===== config.mk =====
export PLATFORM = sky130hd
export DESIGN_NAME = demux_6to1_router
export DESIGN_NICKNAME = d
export VERILOG_FILES = /design/src/rtl/demux_6to1_router.sv
export SDC_FILE = /design/constraint.sdc
export NUM_CORES = 1
export LEC_CHECK = 0
export CORE_MARGIN = 2
export CORE_UTILIZATION = 40
export DETAILED_ROUTE_END_ITERATION = 8
export DONT_BUFFER_PORTS = 1
export PLACE_DENSITY = 0.63
export SYNTH_ARGS = -nofsm -noshare
export SYNTH_HDL_FRONTEND = slang
export SYNTH_SLANG_ARGS = --single-unit

===== constraint.sdc =====
create_clock -name CLK -period 7.2 [get_ports CLK]
set_input_delay 1.44 -clock CLK [delete_from_list [all_inputs] [get_ports CLK]]
set_output_delay 1.44 -clock CLK [all_outputs]
set_load 0.05 [all_outputs]

===== src/rtl/demux_6to1_router.sv =====
// Routes one producer word to one of N_OUT single-entry holding registers chosen by in_sel.
// Out-of-range selects are accepted and dropped, then flagged for one cycle and counted.
module demux_6to1_router #(
  parameter int WIDTH = 32,
  parameter int N_OUT = 6,
  parameter int SEL_W = 4,
  parameter int CNT_W = 8
) (
  input  logic                   CLK,
  input  logic                   RST,
  input  logic                   in_valid,
  output logic                   in_ready,
  input  logic [SEL_W-1:0]       in_sel,
  input  logic [WIDTH-1:0]       in_data,
  output logic [N_OUT-1:0]       out_valid,
  input  logic [N_OUT-1:0]       out_ready,
  output logic [N_OUT*WIDTH-1:0] out_data,
  output logic                   bad_sel,
  output logic [CNT_W-1:0]       drop_cnt
);

  logic [N_OUT-1:0]            valid_q, valid_d;
  logic [N_OUT-1:0][WIDTH-1:0] data_q, data_d;
  logic                        bad_q, bad_d;
  logic [CNT_W-1:0]            cnt_q, cnt_d;

  logic [N_OUT-1:0] sel_hit;
  logic             sel_ok;
  logic             push;

  // One-hot decode of the select; an all-zero decode means the word will be dropped.
  always_comb begin
    sel_hit = '0;
    for (int k = 0; k < N_OUT; k++) begin
      sel_hit[k] = (in_sel == SEL_W'(k));
    end
  end

  assign sel_ok   = |sel_hit;
  // A full port can still accept when its consumer pops on the same edge.
  assign in_ready = sel_ok ? |(sel_hit & (~valid_q | out_ready)) : 1'b1;
  assign push     = in_valid && in_ready;

  // NOTE: every always_comb output gets a default first, so no path leaves it unassigned (no latch).
  always_comb begin
    valid_d = valid_q;
    data_d  = data_q;
    for (int k = 0; k < N_OUT; k++) begin
      if (push && sel_hit[k]) begin
        valid_d[k] = 1'b1;
        data_d[k]  = in_data;
      end else if (valid_q[k] && out_ready[k]) begin
        valid_d[k] = 1'b0;
      end
    end
    bad_d = push && !sel_ok;
    cnt_d = cnt_q;
    if (bad_d && (cnt_q != {CNT_W{1'b1}})) begin
      cnt_d = cnt_q + 1'b1;
    end
  end

  // NOTE: state registers use non-blocking assignments so all flops update together at the edge.
  // NOTE: the data holding registers are reset too, because out_data must read zero during reset.
  always_ff @(posedge CLK or posedge RST) begin
    if (RST) begin
      valid_q <= '0;
      data_q  <= '0;
      bad_q   <= 1'b0;
      cnt_q   <= '0;
    end else begin
      valid_q <= valid_d;
      data_q  <= data_d;
      bad_q   <= bad_d;
      cnt_q   <= cnt_d;
    end
  end

  assign out_valid = valid_q;
  assign out_data  = data_q;
  assign bad_sel   = bad_q;
  assign drop_cnt  = cnt_q;

endmodule

# After elaboration in Yosys (flattened, before gate mapping)
# Cells that the tools add are included.
# totals
wordCells,62
reg_bits,207
in_bits,45
# op_classes
muxes,13
addsub,1
reduce_logical,25
n_bitwise,3
n_eq_ne,6
# op_table
cell,n
logical AND 1 bit,15
2-to-1 mux 1 bit,13
nonzero test 2 bit,6
OR reduction 6 bit,2
"adder 8 x 1 -> 8 bit, second input constant",1
"== test 4 x 2 -> 1 bit, second input constant",2
"== test 4 x 3 -> 1 bit, second input constant",2
"!= test 8 bit, second input constant",1
bitwise AND 6 bit,1
inverter 6 bit,1
bitwise OR 6 bit,1
"== test 4 x 1 -> 1 bit, second input constant",1
zero test 4 bit,1
zero test 1 bit,1

# Depth between registers and ports, before layout
# logic_depth
depth_word,8
depth_mapped,7
mapped_depth_nobuf,5

# Worst setup path before layout
# OpenSTA, ideal clock, no wires.
# synth_path
path_type,input -> output
from,input port in_sel[2]
to,output port in_ready
cell_stages,5
t_arrival_ns,2.504
setup_slack_ns,3.256
n_path_buf,1
cell_sequence,buf_6 -> and4b_1 -> a311oi_2 -> nand2_1 -> nand3_1
# synth_between
elab_chain_len,4
# synth_lines
item,line,rtl
"start, declared",13,"input logic [SEL_W-1:0] in_sel,"
"== test 4 x 1 -> 1 bit, or another cell as far along",35,sel_hit[k] = (in_sel == SEL_W'(k));
bitwise AND 6 bit,41,assign in_ready = sel_ok ? |(sel_hit & (~valid_q | out_ready)) : 1'b1;
OR reduction 6 bit,41,
2-to-1 mux 1 bit *,41,
"end, declared",12,"output logic in_ready,"
# Every way passes the cells marked *; elsewhere a longest branch is shown, timed or not.

# Final worst setup path
# layout_path
from,input port out_ready[3]
to,output port in_ready
# layout_between
elab_chain_len,4
# layout_lines
item,line,rtl
"start, declared",16,"input logic [N_OUT-1:0] out_ready,"
bitwise OR 6 bit,41,
bitwise AND 6 bit,41,
OR reduction 6 bit,41,
2-to-1 mux 1 bit,41,
# No other way between the ends.

==> reports/summary.txt <==
Main synth FF type: dfrtp_1
Die Height: 146 µm
Peak supply drop: 0.000198 V
Asr flop ratio synth: 100%
Post-route DRC: 0
Setup Viol. Count Final: 0
Worst-margin pin slew: 1.19 ns
Global route overflow: 0
Clock Sinks: 207
First-pass GRT wire length: 27.8 mm
Sequential area share after synthesis: 64.0%
Gr usage total: 16.6%
Io pins: 253
DP HPWL: 11.8 mm
CP required: 5.76 ns
Initial core utilization: 40.4%
Clk slew on worst S/H paths: 0.06 ns
Min-Delay Path Class: reg -> reg
Max stage delay on crit path: 0.62 ns
Yosys cell types: 34
Cell family with most CP delay: simple AND/OR/NAND/NOR gates
Slew margin rel.: 20.9%
CP Launch Type: input port
Commonest cells after routing, fill and taps aside: 207 x dfrtp_1, 162 x mux2_2, 29 x mux2_4
Synth Cell Area: 0.00809 mm²
Per-cell routed wire length: 23.3 µm
Commonest non-fill, non-tap cell in the layout: dfrtp_1
EDFF count, synth: 0
Final ANT Viol Nets: 0
Design area: 0.00896 mm²
WP data arrival: 2.84 ns
Worst-path cell chain: nand2b_1, a31oi_1, nand3_1
Core Region: 0.0200 mm²
Nets: 538
Die Area: 0.0214 mm²
Row count: 52
Vias in the first global route: 4,485
Tmin final: 4.28 ns
Status: finished clean
Port buffer count: 0
Final Skew: 0.00771 ns
Setup Buffers After CTS: 0
Largest net degree at the start of global routing: 145
Num CTS Buffers: 22
H-tree depth: 1
Via count: 4,110
Worst-skew pair later-pin latency: 0.49 ns
Maxcap violations: 0
Post-DP Area: 0.00828 mm²
Crit path max-delay cell type: nand3_1
Hold Fails Final Rpt: 0
Leak Pwr: 4.09 nW
Layout cells sized above 1: 46.6%
Initial antenna violation count: 0
Synth Register Bits: 207
Clock root buffer: clkbuf_16
CP Buf/Inv Count: 0
Mean post-synth cell area: 16.7 µm²
CTS tree: yes
Critical Path End Type: output pin
GP Congestion: 0.812
Detailed Route Iter0 Violations: 86
Crit path kind: in -> out
CTS Buffer Depth: 3
Max Clk Rate: 234 MHz
Period Utilization, post-route: 59.5%
Post-CTS resize count: 0
Pwr/cell area: 436 mW/mm²
Cells after Synth: 485
Setup TNS: 0 ns
Hold_buf cts: 0
Inserted Diodes: 0
Area Overhead vs Synth: 10.8%
Routed WL: 18.0 mm
Max Fanout on Critical Path: 5
Max Slew Vio Count: 0
DR vias/cell: 5.31
RSZ-0062 raised after global routing: no
Syn. warnings: 0
TritonRoute pass-1 iters: 4
Die Span X: 146 µm
Post-synth net total: 531
-- layer usage --
layer / GRT usage [%] / vias to the layer above / wire length (µm)
met5: 0 / - / 0
met4: 4.27 / 0 / 351
met3: 7.50 / 29 / 1990
met2: 26.1 / 177 / 8510
met1: 20.9 / 2178 / 7180
li1: - / 1726 / -
-- sequential cells by signal, indices dropped and copies added, names as in the netlist --
signal	count
bad_sel	1
drop_cnt	8
out_data	192
out_valid	6
-- per-stage QoR --
step	setup slack (ns)	hold slack (ns)	cells	util [%]	power (mW)
2_1_floorplan	0.108	0.766	485	-	2.75
3_3_place_gp	3.00	0.799	738	41.3	2.85
3_5_place_dp	2.95	0.800	738	41.3	2.87
4_1_cts	2.94	0.801	774	44.7	3.95
5_1_grt	2.86	0.876	774	44.7	4.06
6_report	2.92	0.802	774	44.7	3.91
-- final cells by class --
class / count / area (µm²)
multi-input cells: 249 / 2690
flip-flops and latches: 207 / 5180
clock inverters: 6 / 57.6
clock buffers: 30 / 622
inverters: 7 / 33.8
well taps: 270 / 338
repair buffers: 5 / 37.5
fillers: 1789 / 11100
-- Yosys cell counts (4+ instances only) --
master     n  area share, %
a21o_1     4           0.37
buf_2      4           0.25
buf_4      9           0.83
buf_6      6           0.83
dfrtp_1  207             64
inv_1      7           0.32
mux2_2   162             23
mux2_4    29            5.4
nand2_1    6           0.28
nand3_1    5           0.31
nor2_1     5           0.23
xor2_1     4           0.43
-- final timing paths --
check                           slack (ns)             to  depth (start not counted)    startpoint
max in group asynchronous             4.76  out_data[170]                          2           RST
worst max register to register        4.25   out_data[44]                          5  out_valid[4]
min in group asynchronous             1.03   out_data[83]                          1           RST
worst min register to register        0.80   out_valid[5]                          2  out_valid[5]
worst min-delay path                  0.80   out_valid[5]                          2  out_valid[5]
worst max-delay path                  2.92       in_ready                          3  out_ready[3]
-- report_power, final --
group / internal (mW) / leakage (nW) / switching [mW] / total, mW
logic: 0.208 / 1.15 / 0.106 / 0.313
registers: 1.40 / 2.61 / 1.13 / 2.53
clock network: 0.635 / 0.334 / 0.433 / 1.07
-- cells by family (layout without fill, tap and decap cells) --
group           Yosys count  after routing  share of synthesized area (%)
mux                     194            194                           28.3
compound gates           13             13                           1.27
buf+inv                  29             48                           2.98
flops                   207            207                           64.0
xor+xnor                  6              6                          0.649
fa+ha+maj                 1              1                          0.155
simple gates             35             35                           2.58
-- tightest hold or removal path: cells and delay by family (launching register included) --
family / cells / cell delay (ns)
buffers and inverters: 1 / 0.11
flip-flops: 1 / 0.57
AO/OA/AOI/OAI: 1 / 0.08
Note: power is estimated with default switching activity, not from simulation.
